===== src/rtl/seg_defs.sv =====
// Shared character-code constants and the code-to-segment table for the
// six-digit 7-segment scanner.
package seg_defs;

    localparam int NUM_DIGITS = 6;

    localparam logic [5:0] CH_A = 6'h0A, CH_B = 6'h0B, CH_C = 6'h0C, CH_D = 6'h0D;
    localparam logic [5:0] CH_E = 6'h0E, CH_F = 6'h0F, CH_G = 6'h10, CH_H = 6'h11;
    localparam logic [5:0] CH_I = 6'h12, CH_J = 6'h13, CH_K = 6'h14, CH_L = 6'h15;
    localparam logic [5:0] CH_M = 6'h16, CH_N = 6'h17, CH_O = 6'h18, CH_P = 6'h19;
    localparam logic [5:0] CH_Q = 6'h1A, CH_R = 6'h1B, CH_S = 6'h1C, CH_T = 6'h1D;
    localparam logic [5:0] CH_U = 6'h1E, CH_V = 6'h1F, CH_W = 6'h20, CH_X = 6'h21;
    localparam logic [5:0] CH_Y = 6'h22, CH_Z = 6'h23;
    localparam logic [5:0] CH_MINUS = 6'h24;
    localparam logic [5:0] CH_BLANK = 6'h25;

    // Active-high pattern, bit order {g,f,e,d,c,b,a}.
    function automatic logic [6:0] char_pattern(input logic [5:0] code);
        logic [6:0] pat;
        case (code)
            6'h00: pat = 7'h3F;
            6'h01: pat = 7'h06;
            6'h02: pat = 7'h5B;
            6'h03: pat = 7'h4F;
            6'h04: pat = 7'h66;
            6'h05: pat = 7'h6D;
            6'h06: pat = 7'h7D;
            6'h07: pat = 7'h07;
            6'h08: pat = 7'h7F;
            6'h09: pat = 7'h6F;
            CH_A:  pat = 7'h77;
            CH_B:  pat = 7'h7C;
            CH_C:  pat = 7'h39;
            CH_D:  pat = 7'h5E;
            CH_E:  pat = 7'h79;
            CH_F:  pat = 7'h71;
            CH_G:  pat = 7'h3D;
            CH_H:  pat = 7'h76;
            CH_I:  pat = 7'h30;
            CH_J:  pat = 7'h1E;
            CH_L:  pat = 7'h38;
            CH_N:  pat = 7'h54;
            CH_O:  pat = 7'h3F;
            CH_P:  pat = 7'h73;
            CH_Q:  pat = 7'h67;
            CH_R:  pat = 7'h50;
            CH_S:  pat = 7'h6D;
            CH_T:  pat = 7'h78;
            CH_U:  pat = 7'h3E;
            CH_Y:  pat = 7'h6E;
            CH_Z:  pat = 7'h5B;
            CH_MINUS: pat = 7'h40;
            // Letters that have no readable 7-segment form stay dark.
            CH_K, CH_M, CH_V, CH_W, CH_X, CH_BLANK: pat = 7'h00;
            default: pat = 7'h00;
        endcase
        return pat;
    endfunction

endpackage


===== src/rtl/char_to_seg.sv =====
// Combinational character-code to active-high segment pattern decoder.
module char_to_seg
    import seg_defs::*;
(
    input  logic [5:0] i_code,
    output logic [6:0] o_pattern
);

    assign o_pattern = char_pattern(i_code);

endmodule


===== src/rtl/seven_seg_scanner.sv =====
// Six-digit multiplexed 7-segment scanner: per-frame snapshot of the character
// codes, per-slot ghost blanking, per-digit blinking and registered pin outputs.
module seven_seg_scanner
    import seg_defs::*;
#(
    parameter int SCAN_DIV       = 50000,
    parameter int BLANK_CYCLES   = 16,
    parameter int BLINK_DIV      = 25000000,
    parameter int SEG_ACTIVE_LOW = 1,
    parameter int DIG_ACTIVE_LOW = 1
) (
    input  logic       i_clk,
    input  logic       i_rst_n,
    input  logic [5:0] i_digit_pos,
    input  logic [5:0] i_ten_pos,
    input  logic [5:0] i_hundred_pos,
    input  logic [5:0] i_thousand_pos,
    input  logic [5:0] i_ten_thousand_pos,
    input  logic [5:0] i_hundred_thousand_pos,
    input  logic [5:0] i_blink_mask,
    output logic [6:0] o_seg,
    output logic [5:0] o_dig_en,
    output logic       o_frame_tick
);

    localparam int PW = (SCAN_DIV > 1) ? $clog2(SCAN_DIV) : 1;
    localparam int BW = (BLINK_DIV > 1) ? $clog2(BLINK_DIV) : 1;
    localparam logic [PW-1:0] PRESC_LAST = PW'(SCAN_DIV - 1);
    localparam logic [BW-1:0] BLINK_LAST = BW'(BLINK_DIV - 1);
    localparam logic [2:0]    IDX_LAST   = 3'(NUM_DIGITS - 1);
    // XOR masks that turn active-high values into pin polarity; also the "off" value.
    localparam logic [6:0] SEG_OFF = (SEG_ACTIVE_LOW != 0) ? 7'h7F : 7'h00;
    localparam logic [5:0] DIG_OFF = (DIG_ACTIVE_LOW != 0) ? 6'h3F : 6'h00;

    logic [PW-1:0] presc_q, presc_d;
    logic [2:0]    idx_q, idx_d;
    logic [BW-1:0] blink_cnt_q, blink_cnt_d;
    logic          blink_q, blink_d;
    logic          load_pending_q, load_pending_d;
    logic [5:0]    shadow_q [NUM_DIGITS];
    logic [5:0]    shadow_d [NUM_DIGITS];
    logic [6:0]    seg_q, seg_d;
    logic [5:0]    dig_en_q, dig_en_d;
    logic          frame_tick_q, frame_tick_d;

    logic [5:0]    in_codes [NUM_DIGITS];
    logic [5:0]    cur_code;
    logic [6:0]    cur_pattern;
    logic          in_blank;
    logic          presc_wrap;
    logic          snapshot;
    logic [6:0]    seg_hi;
    logic [5:0]    dig_hi;

    assign in_codes[0] = i_digit_pos;
    assign in_codes[1] = i_ten_pos;
    assign in_codes[2] = i_hundred_pos;
    assign in_codes[3] = i_thousand_pos;
    assign in_codes[4] = i_ten_thousand_pos;
    assign in_codes[5] = i_hundred_thousand_pos;

    if (BLANK_CYCLES > 0) begin : g_blank
        assign in_blank = (presc_q < PW'(BLANK_CYCLES));
    end else begin : g_no_blank
        assign in_blank = 1'b0;
    end

    assign cur_code = shadow_q[idx_q];

    char_to_seg u_char_to_seg (
        .i_code    (cur_code),
        .o_pattern (cur_pattern)
    );

    always_comb begin
        presc_wrap     = (presc_q == PRESC_LAST);
        presc_d        = presc_wrap ? '0 : presc_q + 1'b1;
        idx_d          = idx_q;
        if (presc_wrap) begin
            idx_d = (idx_q == IDX_LAST) ? 3'd0 : idx_q + 3'd1;
        end

        // All six codes are captured together so a frame never mixes old and new values.
        snapshot       = load_pending_q || (presc_wrap && (idx_q == IDX_LAST));
        load_pending_d = 1'b0;
        frame_tick_d   = snapshot;
        shadow_d       = shadow_q;
        if (snapshot) begin
            shadow_d = in_codes;
        end

        blink_cnt_d = (blink_cnt_q == BLINK_LAST) ? '0 : blink_cnt_q + 1'b1;
        blink_d     = blink_q ^ (blink_cnt_q == BLINK_LAST);

        seg_hi = '0;
        dig_hi = '0;
        if (!in_blank) begin
            dig_hi = 6'd1 << idx_q;
            if (!(blink_q && i_blink_mask[idx_q])) begin
                seg_hi = cur_pattern;
            end
        end
        seg_d    = seg_hi ^ SEG_OFF;
        dig_en_d = dig_hi ^ DIG_OFF;
    end

    always_ff @(posedge i_clk or negedge i_rst_n) begin
        if (!i_rst_n) begin
            presc_q        <= '0;
            idx_q          <= '0;
            blink_cnt_q    <= '0;
            blink_q        <= 1'b0;
            load_pending_q <= 1'b1;
            for (int i = 0; i < NUM_DIGITS; i++) begin
                shadow_q[i] <= CH_BLANK;
            end
            seg_q          <= SEG_OFF;
            dig_en_q       <= DIG_OFF;
            frame_tick_q   <= 1'b0;
        end else begin
            presc_q        <= presc_d;
            idx_q          <= idx_d;
            blink_cnt_q    <= blink_cnt_d;
            blink_q        <= blink_d;
            load_pending_q <= load_pending_d;
            shadow_q       <= shadow_d;
            seg_q          <= seg_d;
            dig_en_q       <= dig_en_d;
            frame_tick_q   <= frame_tick_d;
        end
    end

    assign o_seg        = seg_q;
    assign o_dig_en     = dig_en_q;
    assign o_frame_tick = frame_tick_q;

    a_blank_range: assert property (@(posedge i_clk) (BLANK_CYCLES < SCAN_DIV))
        else $error("BLANK_CYCLES must be smaller than SCAN_DIV");

endmodule


===== config.mk =====
export PLATFORM = sky130hd
export DESIGN_NAME = seven_seg_scanner
export DESIGN_NICKNAME = d
export VERILOG_FILES = /design/src/rtl/seg_defs.sv /design/src/rtl/char_to_seg.sv /design/src/rtl/seven_seg_scanner.sv
export SDC_FILE = /design/constraint.sdc
export NUM_CORES = 1
export LEC_CHECK = 0
export ABC_AREA = 0
export BUFFER_PORTS_ARGS = -buffer_cell sky130_fd_sc_hd__buf_2
export CAP_MARGIN = 0
export CORE_ASPECT_RATIO = 1.1
export CORE_MARGIN = 2
export CORE_UTILIZATION = 56
export DETAILED_ROUTE_END_ITERATION = 10
export MAX_ROUTING_LAYER = met4
export PLACE_DENSITY = 0.79
export SYNTH_ARGS = -nofsm -noshare
export SYNTH_HDL_FRONTEND = slang
export SYNTH_SLANG_ARGS = --single-unit

===== constraint.sdc =====
create_clock -name i_clk -period 3.45 [get_ports i_clk]
set_input_delay 0.345 -clock i_clk [delete_from_list [all_inputs] [get_ports i_clk]]
set_output_delay 0.345 -clock i_clk [all_outputs]
set_load 0.005 [all_outputs]

==> Word-level counts from Yosys, hierarchy flattened <==
Memory sizes are Yosys's and may differ from the RTL's.
Index checks and enable logic that the tools add are counted.
{ "classes": {"n_addsub": 3, "n_lt_le_gt_ge": 3, "eq_ne": 3, "shift": 1, "muxes": 11, "bitwise": 4, "n_reduce_logical": 3} }
{ "op_table": {"columns": ["operator", "count"], "rows": [
  ["adder 25 x 1 -> 25 bit, second input constant", 1],
  ["equality test 25 bit, second input constant", 1],
  ["two-way mux 25 bit", 1],
  ["binary-select mux 6 bit (select 3 bit)", 1],
  ["two-way mux 6 bit", 3],
  ["adder 16 x 1 -> 16 bit, second input constant", 1],
  ["equality test 16 bit, second input constant", 1],
  ["less-than comparator 16 x 5 -> 1 bit, second input constant", 1],
  ["two-way mux 16 bit", 1],
  ["two-way mux 7 bit", 2],
  ["NOT 7 bit", 1],
  ["NOT 6 bit", 1],
  ["<< shifter 1 x 3 -> 6 bit, first input constant", 1],
  [">= comparator 4 bit, second input constant", 1],
  ["less-than comparator 3 x 4 -> 1 bit, second input constant", 1],
  ["NOT 3 -> 4 bit", 1],
  ["adder 3 x 1 -> 3 bit, second input constant", 1],
  ["binary-select mux 1 bit (select 3 bit)", 1],
  ["equality test 3 bit, second input constant", 1],
  ["two-way mux 3 bit", 1],
  ["logical AND 1 bit", 2],
  ["logical OR 1 bit", 1],
  ["two-way mux 1 bit", 1],
  ["XOR 1 bit", 1]
]} }
{ "totals": {"reg_bits": 96, "rom_bits": 448, "n_memories": 1} }
{ "memory_table": {"columns": ["memory", "words", "width", "rd", "rd_clocked_by_memory_dff", "wr", "line", "rtl"], "rows": [
  ["(no name shown)", 64, 7, 1, 0, 0, "seg_defs.sv:20", "case (code)"]
]} }

==> Longest topological paths before layout <==
An unclocked memory read counts as a cell.
{ "logic_depth": {"ltp_word": 8, "ltp_mapped": 12} }

==> Cells and area by module <==
From an unflattened synthesis, not the netlist that was laid out.
{ "unflattened": {"cells_unflattened": 454, "area_unflattened_um2": 5078.6} }
{ "by_module_without_submodules": {"columns": ["mod", "instances", "cells_each", "area_each_um2", "seq_area_each_um2"], "rows": [
  ["seven_seg_scanner", 1, 362, 4444.3, 2442.3],
  ["char_to_seg", 1, 92, 634.4, 0.0]
]} }

==> Least setup slack after synthesis <==
Ideal clock, no wire load.
{ "synth_timing": {"kind": "register -> register", "start": "register idx_q[1]", "end": "register seg_q[3] (netlist: o_seg[3])", "setup_ns": 0.078, "arrival_ns": 2.396, "required_time_ns": 3.372, "setup_slack_ns": 0.976, "stages_incl_launch_ff": 13, "n_path_buf": 2, "cell_sequence": "dfrtp_1 > buf_4 > buf_6 > mux2i_1 > nor2_1 > nor3_2 > inv_1 > ha_1 > o21ai_0 > o21ai_0 > nor2_1 > o21ai_0 > a31o_2"} }
{ "synth_via": {"elab_chain_len": 8, "word_cells_on_any_way": 11, "cone_classes": "mux: 7; bitwise: 2; reduce/logical: 1; memory: 1"} }
{ "synth_rtl": {"columns": ["item", "line", "rtl"], "rows": [
  ["start: declaration", "seven_seg_scanner.sv:36", "logic [2:0] idx_q, idx_d;"],
  ["start signal: assignment", "seven_seg_scanner.sv:122", "idx_q <= idx_d;"],
  ["NOT 3 -> 4 bit (not written as such)", "seven_seg_scanner.sv:68", "assign cur_code = shadow_q[idx_q];"],
  ["binary-select mux 6 bit (select 3 bit)", "seven_seg_scanner.sv:68", null],
  ["two-way mux 6 bit (not written as such) (2 in a row)", "seven_seg_scanner.sv:68", null],
  ["memory (64 x 7 bit)", null, null],
  ["two-way mux 7 bit *", "seven_seg_scanner.sv:99", "if (!(blink_q && i_blink_mask[idx_q])) begin"],
  ["two-way mux 7 bit *", "seven_seg_scanner.sv:97", "if (!in_blank) begin"],
  ["NOT 7 bit (no source line) *", null, null],
  ["named net seg_d[3]", "seven_seg_scanner.sv:42", "logic [6:0] seg_q, seg_d;"],
  ["end signal: assignment", "seven_seg_scanner.sv:127", "seg_q <= seg_d;"],
  ["end: declaration", "seven_seg_scanner.sv:42", null]
]} }
Mark *: on every way through the listed nets, which the timed path passes. The rest lies on a longest branch. The select of a mux whose other input is x is not followed.
A chain may end at the register's enable or synchronous reset.

==> Worst setup path after layout <==
Ends and elaborated chain as after synthesis.

==> metrics.md <==
| Metric | Value |
|---|---|
| N_diodes | 0 |
| Placer Congestion | 0.923 |
| Final core utilization | 63.4% |
| Initial antenna violation count | 0 |
| Ys async rst share | 100% |
| Final Critical Period | 2660 ps |
| Core ar. | 8740 µm² |
| Syn Inst Count | 446 |
| Setup TNS | 0 ps |
| Non-Filler Instances | 629 |
| Post-synth EDFFs | 0 |
| Clk_lat worst skew | 360 ps |
| CP Cell Sequence | buf_4, mux2i_1, nor3_1, nor3_2, buf_4, inv_1, ha_1, o21ai_0, o21ai_0, nor2_1, o21ai_0, a31o_2 |
| Layout Skew | 9.19 ps |
| CTS tree | yes |
| Commonest non-fill, non-tap cell in the layout | dfrtp_1 |
| R2R Path Start | idx_q[1] |
| Max-Cap Viols | 0 |
| Site row count | 36 |
| Largest net degree at the start of global routing | 63 |
| Critical path class | reg -> reg |
| Power, Total | 2.21 mW |
| Routed Antenna Nets | 0 |
| R2r setup slk | 790 ps |
| Final hold violations | 0 |
| # IOs | 58 |
| Post-CTS Resized | 0 |
| Pwr dens | 399 nW/µm² |
| NetSw | 580 µW |
| Critical Path Sink Type | register |
| RR Endpoint | o_seg[3] |
| Worst-margin pin slew | 751 ps |
| Routed wire length | 9850 µm |
| Critical Path RT | 3750 ps |
| Post-Syn Area | 4970 µm² |
| CP dominant cell by count | o21ai_0 |
| Final setup viols | 0 |
| Mapped Nets | 501 |
| Sw Share | 26.2% |
| Vias in the first global route | 3524 |
| # H-tree levels | 3 |
| Register share of total power | 56.3% |
| Post-synth cell types | 54 |
| WHS | 55.1 ps |
| CTS max path bufs | 2 |
| Number of detailed-routing iterations run before antenna repair | 4 |
| Vias per cell | 5.47 |
| Peak supply drop | 0.290 mV |
| Layout cell share with drive strength beyond 1 | 31.5% |
| Initial DRC Count | 112 |
| Avg WL per Cell | 15.7 µm |
| Crit path max fanout | 14 |
| Final worst-path cycle share | 77.1% |
| Nets@finish | 565 |
| Reg2Reg Depth | 12 |
| Syn Area/Cell | 11.1 µm² |
| Layout fillers | 717 |
| Leak pwr | 2.50 nW |
| Hold_buf cts | 0 |
| First-pass GRT wire length | 16800 µm |
| Dominant synthesized flop cell | dfrtp_1 |
| DP Wirelength | 7310 µm |
| Overflow after GRT | 0 |
| Outcome | finished clean |
| Routed via count | 3442 |
| Area grow syn2layout | 11.5% |
| Number of remaining DRC errors | 0 |
| Die height | 103 µm |
| Clock power frac | 29.7% |
| Post-CTS Setup Bufs | 0 |
| Commonest cells after routing, fill and taps aside | 64 x dfrtp_1, 59 x nor2_1, 56 x buf_2, 40 x nand2_1, 32 x dfstp_2 |
| Comb power frac | 14.1% |
| Fmax | 376 MHz |
| Register area share after synthesis | 49.1% |
| IO Port Bufs | 57 |
| Worst Setup Start Kind | register |
| DP Cell Count | 613 |
| Ys Warns | 0 |
| Worst path arrival time | 2960 ps |
| GRT Util Overall | 22.9% |
| Hold crit path type | in -> async |
| Slew Limit Headroom | 49.9% |
| Max incr delay on CP | 640 ps |
| Die area | 9650 µm² |
| Internal Pwr Total | 1.63 mW |
| CP max-delay cell | dfrtp_1 |
| Synth Register Bits | 96 |
| Die X | 93.8 µm |
| CTS root buf | clkbuf_8 |
| Initial Util | 56.9% |
| Unrepaired setup endpoints after global routing | false |
| TritonCTS buffer count | 9 |
| Clk pin slew, worst setup/hold paths | 90 ps |
| Final Slew Violations | 0 |
| Clock sinks | 96 |
cell usage after synthesis, types with 5 or more instances:
cell,instances,area share (%)
a21oi_1,6,0.60
and3_1,8,1.0
buf_4,5,0.75
dfrtp_1,64,32
dfstp_2,32,17
ha_1,11,2.8
inv_1,5,0.38
mux2_2,9,2.0
mux2_4,29,8.8
mux2i_1,17,3.4
nand2_1,40,3.0
nand3_1,25,2.5
nand4_1,9,1.1
nor2_1,59,4.5
nor2b_1,5,0.63
nor3_1,13,1.3
o21ai_0,12,1.2
xnor2_1,15,2.6
xor2_1,24,4.2
kinds of logic (layout without fill, tap and decap cells):
group / after synthesis / in the layout / synth area share, %
buf+inv: 21 / 90 / 2.67
simple gates: 178 / 178 / 17.4
flops: 96 / 96 / 49.1
xor+xnor: 39 / 39 / 6.87
fa+ha+maj: 11 / 11 / 2.77
other cells: 1 / 1 / 0.0754
compound gates: 44 / 44 / 6.39
mux: 56 / 56 / 14.7
layout make-up:
cell class / instances / area, µm² / area share (%)
clock inverters: 4 / 30.0 / 0.542
multi-input cells: 329 / 2400 / 43.2
well taps: 114 / 143 / 2.57
flip-flops and latches: 96 / 2440 / 44.1
inverters: 5 / 18.8 / 0.339
clock buffers: 12 / 135 / 2.44
repair buffers: 69 / 378 / 6.82
sequential cells by signal, indices dropped and copies added, names as in the netlist:
register / count
load_pending_q: 1
o_frame_tick: 1
o_dig_en: 6
idx_q: 3
blink_cnt_q: 25
o_seg: 7
presc_q: 16
shadow_q: 36
blink_q: 1
routing by layer:
metal | track usage (%) | routed length [µm] | vias up
met5 | - | 0 | -
met4 | 6.35 | 76 | 0
met3 | 4.24 | 336 | 6
met2 | 38.5 | 5050 | 69
met1 | 28.6 | 4380 | 1681
li1 | - | - | 1686
worst max path at each step:
stage / start / end
finish: idx_q[1] / o_seg[3]
global route: idx_q[0] / o_seg[5]
CTS: idx_q[1] / o_seg[3]
detailed placement: idx_q[0] / o_seg[3]
global placement: idx_q[0] / o_seg[3]
floorplan: idx_q[1] / o_seg[3]
critical path, delay by kind of cell (launching register included):
family | cells | cell delay, ps
adder cells (fa/ha/maj) | 1 | 250
AND/OR/NAND/NOR | 3 | 350
flip-flops | 1 | 640
AO/OA/AOI/OAI | 4 | 580
multiplexers | 1 | 200
buffers and inverters | 3 | 590
power by group through the flow:
stage | Combinational (mW) | Sequential (mW) | Clock (mW)
2_1_floorplan | 0.204 | 1.25 | 0
6_report | 0.311 | 1.24 | 0.656
3_3_place_gp | 0.307 | 1.26 | 0
4_1_cts | 0.313 | 1.24 | 0.670
5_1_grt | 0.347 | 1.25 | 0.714
3_5_place_dp | 0.312 | 1.26 | 0
per-stage QoR:
stage	worst slack, ps	cell area [µm²]
2_1_floorplan	976	4970
3_3_place_gp	869	5380
3_5_place_dp	825	5380
4_1_cts	794	5540
5_1_grt	574	5540
6_report	791	5540
Note: power is estimated with default switching activity, not from simulation.
